--- src/rtl/rc4_mem_pkg.sv ---
// Shared definitions for the RC4 working-RAM blocks (S-box init writer and read streamer).
package rc4_mem_pkg;

  localparam int unsigned MEM_DEPTH = 256;
  localparam int unsigned MEM_AW    = 8;
  localparam int unsigned MEM_DW    = 8;

  typedef enum logic [2:0] {
    StIdle,
    StIssue,
    StWaitData,
    StPresent,
    StFinish
  } mem_rd_state_e;

endpackage

--- src/rtl/fsm_mem_rd_stream.sv ---
// Sweeps the working RAM from START_ADDR to END_ADDR, streams each byte over valid/ready and
// optionally counts bytes that break the identity pattern (data == address).
module fsm_mem_rd_stream
  import rc4_mem_pkg::*;
#(
  parameter int unsigned        READ_LAT   = 1,
  parameter logic [MEM_AW-1:0]  START_ADDR = 8'h00,
  parameter logic [MEM_AW-1:0]  END_ADDR   = 8'hFF,
  parameter bit                 CHECK_EN   = 1'b1
) (
  input  logic              clk,
  input  logic              rst,
  input  logic              start,
  output logic              finish,
  output logic [MEM_AW-1:0] mem_addr,
  output logic              mem_wr_en,
  input  logic [MEM_DW-1:0] mem_rd_data,
  output logic [MEM_DW-1:0] out_data,
  output logic [MEM_AW-1:0] out_addr,
  output logic              out_valid,
  input  logic              out_ready,
  output logic [8:0]        err_count,
  output logic              err_seen,
  output logic [MEM_AW-1:0] first_err_addr
);

  if (START_ADDR > END_ADDR) begin : g_bad_range
    $error("fsm_mem_rd_stream: START_ADDR must not exceed END_ADDR");
  end
  if (READ_LAT < 1 || READ_LAT > 4) begin : g_bad_lat
    $error("fsm_mem_rd_stream: READ_LAT must be 1..4");
  end

  localparam logic [1:0] LatLoad = 2'(READ_LAT - 1);

  mem_rd_state_e     state_q, state_d;
  logic [MEM_AW-1:0] addr_q, addr_d;
  logic [1:0]        lat_q, lat_d;
  logic [MEM_DW-1:0] data_q, data_d;
  logic [MEM_AW-1:0] oaddr_q, oaddr_d;
  logic              valid_q, valid_d;
  logic [8:0]        errc_q, errc_d;
  logic              errs_q, errs_d;
  logic [MEM_AW-1:0] ferr_q, ferr_d;

  always_comb begin
    state_d = state_q;
    addr_d  = addr_q;
    lat_d   = lat_q;
    data_d  = data_q;
    oaddr_d = oaddr_q;
    valid_d = valid_q;
    errc_d  = errc_q;
    errs_d  = errs_q;
    ferr_d  = ferr_q;
    unique case (state_q)
      StIdle: begin
        if (start) begin
          state_d = StIssue;
          addr_d  = START_ADDR;
          errc_d  = '0;
          errs_d  = 1'b0;
          ferr_d  = '0;
        end
      end
      StIssue: begin
        state_d = StWaitData;
        lat_d   = LatLoad;
      end
      StWaitData: begin
        if (lat_q == 2'd0) begin
          state_d = StPresent;
          data_d  = mem_rd_data;
          oaddr_d = addr_q;
          valid_d = 1'b1;
          if (CHECK_EN && (mem_rd_data != addr_q)) begin
            errc_d = errc_q + 9'd1;
            if (!errs_q) begin
              ferr_d = addr_q;
              errs_d = 1'b1;
            end
          end
        end else begin
          lat_d = lat_q - 2'd1;
        end
      end
      StPresent: begin
        if (out_ready) begin
          valid_d = 1'b0;
          // Compare before incrementing so END_ADDR = 8'hFF never wraps.
          if (addr_q == END_ADDR) begin
            state_d = StFinish;
          end else begin
            addr_d  = addr_q + 8'd1;
            state_d = StIssue;
          end
        end
      end
      StFinish: state_d = StIdle;
      default:  state_d = StIdle;
    endcase
  end

  always_ff @(posedge clk) begin
    if (rst) begin
      state_q <= StIdle;
      addr_q  <= START_ADDR;
      lat_q   <= 2'd0;
      data_q  <= '0;
      oaddr_q <= '0;
      valid_q <= 1'b0;
      errc_q  <= '0;
      errs_q  <= 1'b0;
      ferr_q  <= '0;
    end else begin
      state_q <= state_d;
      addr_q  <= addr_d;
      lat_q   <= lat_d;
      data_q  <= data_d;
      oaddr_q <= oaddr_d;
      valid_q <= valid_d;
      errc_q  <= errc_d;
      errs_q  <= errs_d;
      ferr_q  <= ferr_d;
    end
  end

  assign finish         = (state_q == StFinish);
  assign mem_addr       = addr_q;
  assign mem_wr_en      = 1'b0;
  assign out_data       = data_q;
  assign out_addr       = oaddr_q;
  assign out_valid      = valid_q;
  assign err_count      = errc_q;
  assign err_seen       = errs_q;
  assign first_err_addr = ferr_q;

endmodule
--- config.mk ---
export PLATFORM = sky130hd
export DESIGN_NAME = fsm_mem_rd_stream
export DESIGN_NICKNAME = d
export VERILOG_FILES = /design/src/rtl/rc4_mem_pkg.sv /design/src/rtl/fsm_mem_rd_stream.sv
export SDC_FILE = /design/constraint.sdc
export NUM_CORES = 1
export LEC_CHECK = 0
export BUFFER_PORTS_ARGS = -buffer_cell sky130_fd_sc_hd__buf_2
export CORE_MARGIN = 2
export CORE_UTILIZATION = 49
export DETAILED_ROUTE_END_ITERATION = 8
export PLACE_DENSITY = 0.77
export SLEW_MARGIN = 20
export SYNTH_ARGS = -nofsm -noshare
export SYNTH_HDL_FRONTEND = slang
export SYNTH_SLANG_ARGS = --single-unit
--- constraint.sdc ---
create_clock -name clk -period 1.6 [get_ports clk]
set_clock_uncertainty 0.15 [all_clocks]
set_input_delay 0.24 -clock clk [delete_from_list [all_inputs] [get_ports clk]]
set_output_delay 0.24 -clock clk [all_outputs]
set_load 0.1 [all_outputs]
# --- Word level (Yosys, flattened, before mapping) ---
# Index checks and enable logic that the tools add are counted.
totals:
  ramBits: 0
  wordCells: 64
  memories: 0
  in_bits: 12
  ff_bits: 48
  mem_bits_ro: 0
  latchBits: 0
  out_inout_bits: 45
op_classes:
  bitwise: 0
  order_cmp: 0
  n_addsub: 3
  n_eq_ne: 13
  mul: 0
  n_div: 0
  muxes: 26
  n_reduce_logical: 13
  shifts: 0
ops:
  columns: ["op", "n"]
  rows:
  - ["$mux 8", 6]
  - ["$pmux 8 s2", 2]
  - ["$mux 9", 3]
  - ["$pmux 9 s2", 1]
  - ["$ne 2x2->1 const B", 7]
  - ["$mux 3", 4]
  - ["$pmux 3 s4", 1]
  - ["$add 9x1->9 const B", 1]
  - ["$add 8x1->8 const B", 1]
  - ["$eq 8x8->1 const B", 1]
  - ["$ne 8x8->1", 1]
  - ["$reduce_and 4->1", 2]
  - ["$reduce_bool 2->1", 4]
  - ["$eq 3x2->1 const B", 2]
  - ["$reduce_and 3->1", 2]
  - ["$mux 1", 5]
  - ["$reduce_and 5->1", 1]
  - ["$pmux 1 s2", 2]
  - ["$pmux 2 s2", 1]
  - ["$reduce_and 2->1", 2]
  - ["$eq 3x1->1 const B", 1]
  - ["$eq 3x3->1 const B", 1]
  - ["$logic_not 3->1", 1]
  - ["$logic_not 2->1", 1]
  - ["other kinds (2)", 2]

# --- Logic depth before layout (Yosys ltp) ---
# Gate-level depths: netlist of run 1.
logic_depth:
  word_depth: 4
  mapped_depth: 7
  depth_no_buf: 6

# --- Least setup slack after synthesis of run 1 ---
# OpenSTA, ideal clock, no wires.
synth_path:
  kind: "flip-flop to flip-flop"
  start: "register addr_q[3] (netlist: mem_addr[3])"
  end: "register errc_q[8] (netlist: err_count[8])"
  path_slack_ns: -0.884
  required_ns: 1.371
  n_path_buf: 2
  setup_time_ns: 0.079
  t_arrival_ns: 2.256
  period_less_slack_ns: 2.484
  stages_incl_launch_ff: 7
  path_cell_list: "dfxtp_1 buf_2 xnor2_2 nand4_1 or4_4 buf_6 o221ai_2"
synth_between:
  elab_chain_len: 3
synth_lines:
  columns: ["element", "line", "source"]
  rows:
  - ["from (decl)", "fsm_mem_rd_stream.sv:37", "logic [MEM_AW-1:0] addr_q, addr_d;"]
  - ["from (signal assigned)", "fsm_mem_rd_stream.sv:117", "addr_q <= addr_d;"]
  - ["$ne 8x8->1", "fsm_mem_rd_stream.sv:76", "if (CHECK_EN && (mem_rd_data != addr_q)) begin"]
  - ["$ne 2x2->1 (no line)", null, null]
  - ["$reduce_and 4->1 (no line)", null, null]
  - ["to (signal assigned)", "fsm_mem_rd_stream.sv:122", "errc_q <= errc_d;"]
  - ["to (decl)", "fsm_mem_rd_stream.sv:42", "logic [8:0] errc_q, errc_d;"]
# Every way passes these cells.
# A chain may end at the register's enable or synchronous reset.

# --- Final worst setup path of run 1 ---
layout_path:
  start: "register addr_q[6] (netlist: mem_addr[6])"
  end: "register errc_q[8] (netlist: err_count[8])"
# The elaborated chain is that of the path after synthesis.

==> results by group, run 1 <==
Run status
  – Outcome: finished with violations
  – Failing checks: setup timing

Global route
  – Initial antenna violation count: 0
  – Largest net degree at the start of global routing: 18
  – Total congestion overflow: 0
  – Vias in the first global route: ~2500
  – GRT Overall Usage: 0.247
  – Global-route wire length before repair: 12000 um

Worst setup path
  – CP arrival: 1.86 ns
  – Crit Path Category: flop to flop
  – CP endpoint kind: flop
  – Crit Path Max Fanout: 7
  – Critical path's largest stage delay: about 0.62 ns
  – Reg2reg path depth: 4
  – Crit-path cells: xnor2_4 > nand4_4 > or4_4 > o221ai_2
  – Slowest cell on crit path: or4_4
  – Kind of start point of the critical path: flop
  – Worst EP required: around 1.7 ns

Routing
  – Residual DRC: 0
  – DRT Pass-1 Iters: 4
  – Antenna Nets Post-Route: 0
  – Vias: 2556
  – Iter 0 DRT Violations: 212
  – Wire per inst: 15.7 um
  – Routed vias/inst: 5.52
  – Post-Route WL: 7290 um

Hold path
  – WHS Path Cells: 3
  – Hold Path Class: input port to flop

Timing
  – Final hold slack: 0.0550 ns
  – Final hold vios: 0
  – Minimum clock period: 1.77 ns
  – # setup viols final: 25
  – RSZ-0062 raised after global routing: true
  – Fin. max-slew vios: 0
  – Setup WS post-layout: -0.174 ns
  – Final Cycle Share: 1.11
  – Max Clk Rate: 0.564 GHz

Place
  – Setup WS pre-CTS: -0.207 ns
  – Post-DP HPWL: 5080 um
  – Area after DPL: 0.00339 mm^2
  – GP Congestion: 0.882
  – DP Cell Count: 451
  – IO buf count: 55

Floorplan
  – # rows: 26
  – Die W: 77.6 um
  – Die Y: roughly 78 um
  – Initial core utilization: 0.513
  – IO Pins: 57
  – Core Area: around 0.0052 mm^2
  – Die area: 0.00602 mm^2

Flow run
  – Max-cap violations: 0

Cells and area
  – Nets@finish: ~400
  – Commonest cells after routing, fill and taps aside: 57 x nand2_1, 44 x buf_2, 42 x buf_4
  – Antenna cell count: 0
  – Commonest non-fill, non-tap cell in the layout: nand2_1
  – Area growth syn-to-layout: 40.4%
  – Final instance area: 0.00373 mm^2
  – Final Instance Count excl. Fillers: 463
  – Share of cells above drive strength 1: 0.468

Yosys
  – Syn avg cell area: ~8.7 um^2
  – Synthesized net count: 321
  – Synth unique cells: 54
  – Ys async rst share: 0
  – EDFF count, synth: 0
  – Register area share after synthesis: 0.362
  – FF+latch count, synth: 48
  – Main synth FF type: dfxtp_1
  – Warnings, synthesis: 0
  – Syn Std Cell Area: 0.00266 mm^2
  – Syn Inst Count: 306

Pwr
  – Register share of total power: 0.428
  – Psw: 0.000912 W
  – Switch share: 0.315
  – Cell Int Power: 0.00198 W
  – Peak supply drop: 520 uV
  – Gate power share: 0.248
  – Pleak: between 1 and 1.5 nW
  – Clock power share: 0.325
  – PD cells: about 800 mW/mm^2
  – Power Total: 0.00290 W

Clock tree
  – Worst-path clk slew: ~0.090 ns
  – CTS tree: built
  – CTS root buf: clkbuf_8
  – Clk buf depth: 2
  – Worst-Skew Late Latency: 0.31 ns
  – H-tree depth: 2
  – Hold_buf cts: 0
  – Cts bufs inserted: 5
  – Clock Sinks: 48
## power by group through the flow
stage | Clock (W) | Combinational (W) | Sequential, W
after floorplan | 0 | 0.000273 | 0.00142
after global placement | 0 | 0.000622 | 0.00126
after detailed placement | 0 | 0.000634 | 0.00126
after CTS | 0.000949 | 0.000662 | 0.00124
after global routing | 0.000996 | 0.000759 | 0.00124
final | 0.000940 | 0.000717 | 0.00124
## registers in the layout (all words and copies together), names as in the netlist
name,cells
first_err_addr,8
lat_q,2
out_data,8
state_q,3
out_valid,1
err_seen,1
out_addr,8
err_count,9
mem_addr,8
## metal layers
metal,GRT usage,part of all wire,vias to the layer above
li1,-,-,1248
met3,0.0372,0.057,9
met5,0,0,-
met4,0.111,0.016,0
met2,0.391,0.49,83
met1,0.331,0.44,1216
## worst max-delay path: cells and delay by family (launching register included)
family	cells	cell delay, ns
XOR/XNOR	1	0.21
AO/OA/AOI/OAI	1	0.21
AND/OR/NAND/NOR	2	0.74
flip-flops	1	0.39
## worst paths after layout
path	startpoint	slack [ns]	endpoint
worst min register to register	out_addr[3]	0.31	out_addr[3]
worst min-delay path	mem_rd_data[5]	0.05	out_data[5]
worst max register to register	mem_addr[6]	-0.17	err_count[8]
worst max-delay path	mem_addr[6]	-0.17	err_count[8]
## cell families after synthesis
| logic type | share of synthesized area |
|---|---|
| adders and majority gates | 0.0141 |
| other | 0.00141 |
| and+or+nand+nor | 0.244 |
| xor gates and xnor gates | 0.0660 |
| AOI/OAI and AO/OA | 0.201 |
| buffers and inverters | 0.0778 |
| DFF | 0.362 |
| muxes | 0.0344 |
## metrics by stage
| step | TNS (ns) | utilization |
|---|---|---|
| 2_1_floorplan | -6.11 | - |
| 3_3_place_gp | -1.85 | 0.655 |
| 3_5_place_dp | -2.78 | 0.655 |
| 4_1_cts | -1.81 | 0.693 |
| 5_1_grt | -3.79 | 0.721 |
| 6_report | -1.80 | 0.721 |
## timing repair
action,CTS,global route
endpoints found under the hold margin,0,0
buffers inserted,1,3
pin swaps,18,7
setup endpoints to repair,29,48
resized for setup,19,32
## layout make-up
class,instances,area (um^2)
multi-input cells,221,1640
fillers,369,1450
flip-flops and latches,48,1010
repair buffers,105,830
well taps,70,87.6
clock buffers,6,82.6
inverters,11,41.3
clock inverters,2,38.8
## synthesized netlist by cell type, types with 2 or more instances
master / instances / area (um^2)
nand2_1: 59 / 221
dfxtp_1: 48 / 961
a21oi_1: 26 / 130
nor2_1: 16 / 60.1
inv_1: 11 / 41.3
nand3_1: 10 / 50.1
buf_2: 9 / 45.0
o21ai_0: 9 / 45.0
mux2i_1: 8 / 80.1
nand2b_1: 7 / 43.8
o2111ai_1: 7 / 61.3
buf_6: 6 / 67.6
clkbuf_1: 6 / 22.5
o211ai_2: 6 / 75.1
and2_1: 5 / 31.3
nor3_1: 5 / 25.0
a211o_1: 4 / 35.0
a311oi_1: 4 / 35.0
nand4_1: 4 / 25.0
xnor2_2: 4 / 65.1
xnor2_4: 4 / 110
and3_1: 3 / 18.8
buf_4: 3 / 22.5
ha_1: 3 / 37.5
o211ai_1: 3 / 22.5
o31ai_1: 3 / 22.5
a31oi_1: 2 / 12.5
and4_4: 2 / 22.5
buf_1: 2 / 7.51
nor4_1: 2 / 12.5
or4b_1: 2 / 20.0
Note: power is estimated with default switching activity, not from simulation.
==> run 2: changes to the inputs <==
- CELL_PAD_IN_SITES_DETAIL_PLACEMENT: unset -> 0
- CELL_PAD_IN_SITES_GLOBAL_PLACEMENT: unset -> 1
- CORE_UTILIZATION: 49 -> 36
- PLACE_DENSITY: 0.77 -> 0.76
==> run 2 against run 1 <==
  * Final cell count is 8.9% higher
  * Critical path depth stayed put
  * Cell area is 5.1% higher
  * The flow still finishes with violations (setup timing)
  * Flip-flop and latch count stayed put
  * Combinational power is 8.4% higher
  * Power is 5.6% lower
  * Clock-buffer cell count is 1 higher
  * First-iteration DRC count is 36% lower
  * Non-clock buffer count is 12 higher
  * Register-to-register slack better by 0.02 ns
==> results by group, run 2 (synthesis results as in run 1) <==
Floorplan
  – IO Pins: between 50 and 60
  – Initial core utilization: 0.368
  – # rows: 31
  – Die Y: 89.9 um
  – Die area: 0.00808 mm^2
  – Die W: 89.9 um
  – Core Area: 0.00721 mm^2

Cells and area
  – Commonest non-fill, non-tap cell in the layout: nand2_1
  – Nets@finish: about 420
  – Area growth syn-to-layout: 47.5%
  – Commonest cells after routing, fill and taps aside: 56 x nand2_1, 48 x buf_4, 43 x buf_2
  – Fin util: 0.543
  – Filler cells: 687
  – Max reg flops: 9
  – Antenna cell count: 0
  – Share of cells above drive strength 1: 0.496

Worst setup path
  – Worst R2R Start: mem_addr[0]
  – Crit Path Category: flop to flop
  – Kind of start point of the critical path: flop
  – Crit path from: mem_addr[0]
  – Slowest cell on crit path: or4_4
  – Worst path top cell family by delay: simple AND/OR/NAND/NOR gates
  – Reg2reg path depth: 4
  – Crit-path cells: xnor2_2 > nand4_1 > or4_4 > o221ai_2
  – Crit Path Max Fanout: 7
  – Critical path's largest stage delay: ~0.62 ns
  – Worst EP required: 1.69 ns
  – R2r setup slk: -0.15 ns
  – Worst path depth: 4
  – CP endpoint kind: flop
  – Crit path to: err_count[8]
  – CP Buf/Inv Count: 0
  – Worst reg2reg endpoint: err_count[8]
  – CP arrival: around 1.8 ns

Timing
  – # setup viols final: 28
  – Final hold slack: 0.0517 ns
  – Fin. max-slew vios: 0
  – Max Clk Rate: around 0.57 GHz
  – Setup WS post-layout: -0.154 ns
  – Minimum clock period: 1.75 ns
  – Setup TNS: -1.98 ns
  – RSZ-0062 raised after global routing: true
  – Final hold vios: 0
  – Final Cycle Share: 1.10

Routing
  – DRT Pass-1 Iters: 4
  – Antenna Nets Post-Route: 0
  – Iter 0 DRT Violations: 136
  – Routed vias/inst: slightly above 5
  – Wire per inst: about 15 um
  – Vias: 2543
  – Residual DRC: 0
  – Post-Route WL: 7340 um

Global route
  – Vias in the first global route: 2457
  – Global-route wire length before repair: 12000 um
  – GRT Overall Usage: 0.179
  – Total congestion overflow: 0
  – Initial antenna violation count: 0
  – Largest net degree at the start of global routing: 20

Clock tree
  – Clock Sinks: 48
  – Worst-Skew Late Latency: approximately 0.31 ns
  – Cts bufs inserted: 5
  – CTS root buf: clkbuf_8
  – Worst-path clk slew: 0.09 ns
  – H-tree depth: 2
  – Clk buf depth: 2
  – CTS tree: built

Place
  – GP Congestion: between 0.8 and 0.9
  – Post-DP HPWL: 5110 um
  – IO buf count: 55

Run status
  – Failing checks: setup timing
  – Outcome: finished with violations

Flow run
  – Max-cap violations: 0

Pwr
  – Pleak: 1.56 nW
  – Peak supply drop: 552 uV
  – PD cells: roughly 700 mW/mm^2
  – Power Total: 0.00273 W

Hold path
  – Hold Path Class: input port to flop
  – WHS Path Cells: 3
run 2: final cells by class:
type / instances / area [um^2] / share of cell area
Tap cell: 99 / 124 / 0.0316
Timing Repair Buffer: 117 / 963 / 0.246
Clock buffer: 7 / 76.3 / 0.0195
Clock inverter: 1 / 5.00 / 0.00128
Inverter: 11 / 41.3 / 0.0105
Sequential cell: 48 / 1010 / 0.258
Multi-Input combinational cell: 221 / 1690 / 0.433
run 2: worst min-delay path by stage:
stage          slack [ns]               from                end
2_1_floorplan        0.23     mem_rd_data[0]        out_data[0]
3_3_place_gp         0.29        out_addr[3]        out_addr[3]
3_5_place_dp         0.29  first_err_addr[7]  first_err_addr[7]
4_1_cts              0.05     mem_rd_data[3]        out_data[3]
5_1_grt              0.06     mem_rd_data[0]        out_data[0]
6_report             0.05     mem_rd_data[3]        out_data[3]
run 2: worst reg2reg max path: stages (launching register included):
cell	delay (ns)
dfxtp_4	0.38
xnor2_2	0.14
nand4_1	0.20
or4_4	0.62
o221ai_2	0.18
run 2: power by group:
part	total [W]	internal [W]	leakage, nW	switching [W]
Sequential	0.00123	0.00121	0.401	0.0000231
Combinational	0.000777	0.000303	1.12	0.000474
Clock	0.000721	0.000308	0.0422	0.000413
Total	0.00273	0.00182	1.56	0.000911
run 2: routing by layer:
metal  wire length (um)  track usage  vias to the layer above  share of wire
met5                  0            0                        -              0
met4                 69       0.0436                        0         0.0094
met3                313       0.0419                        7          0.043
met2               3490        0.287                       55           0.48
met1               3470        0.245                     1207           0.47
li1                   -            -                     1274              -
run 2: repair_timing:
action | CTS | global route
hold buffers | 0 | 0
pin swaps | 10 | 13
setup buffers | 10 | 2
resized for setup | 34 | 34
setup endpoints to repair | 42 | 49
run 2: through the flow:
step / area [um^2] / cells / worst slack (ns)
final: 3920 / 504 / -0.154
after floorplan: 2720 / 306 / -0.362
after CTS: 3770 / 502 / -0.145
after global routing: 3920 / 504 / -0.229
after detailed placement: 3480 / 484 / -0.187
after global placement: 3480 / 484 / -0.153
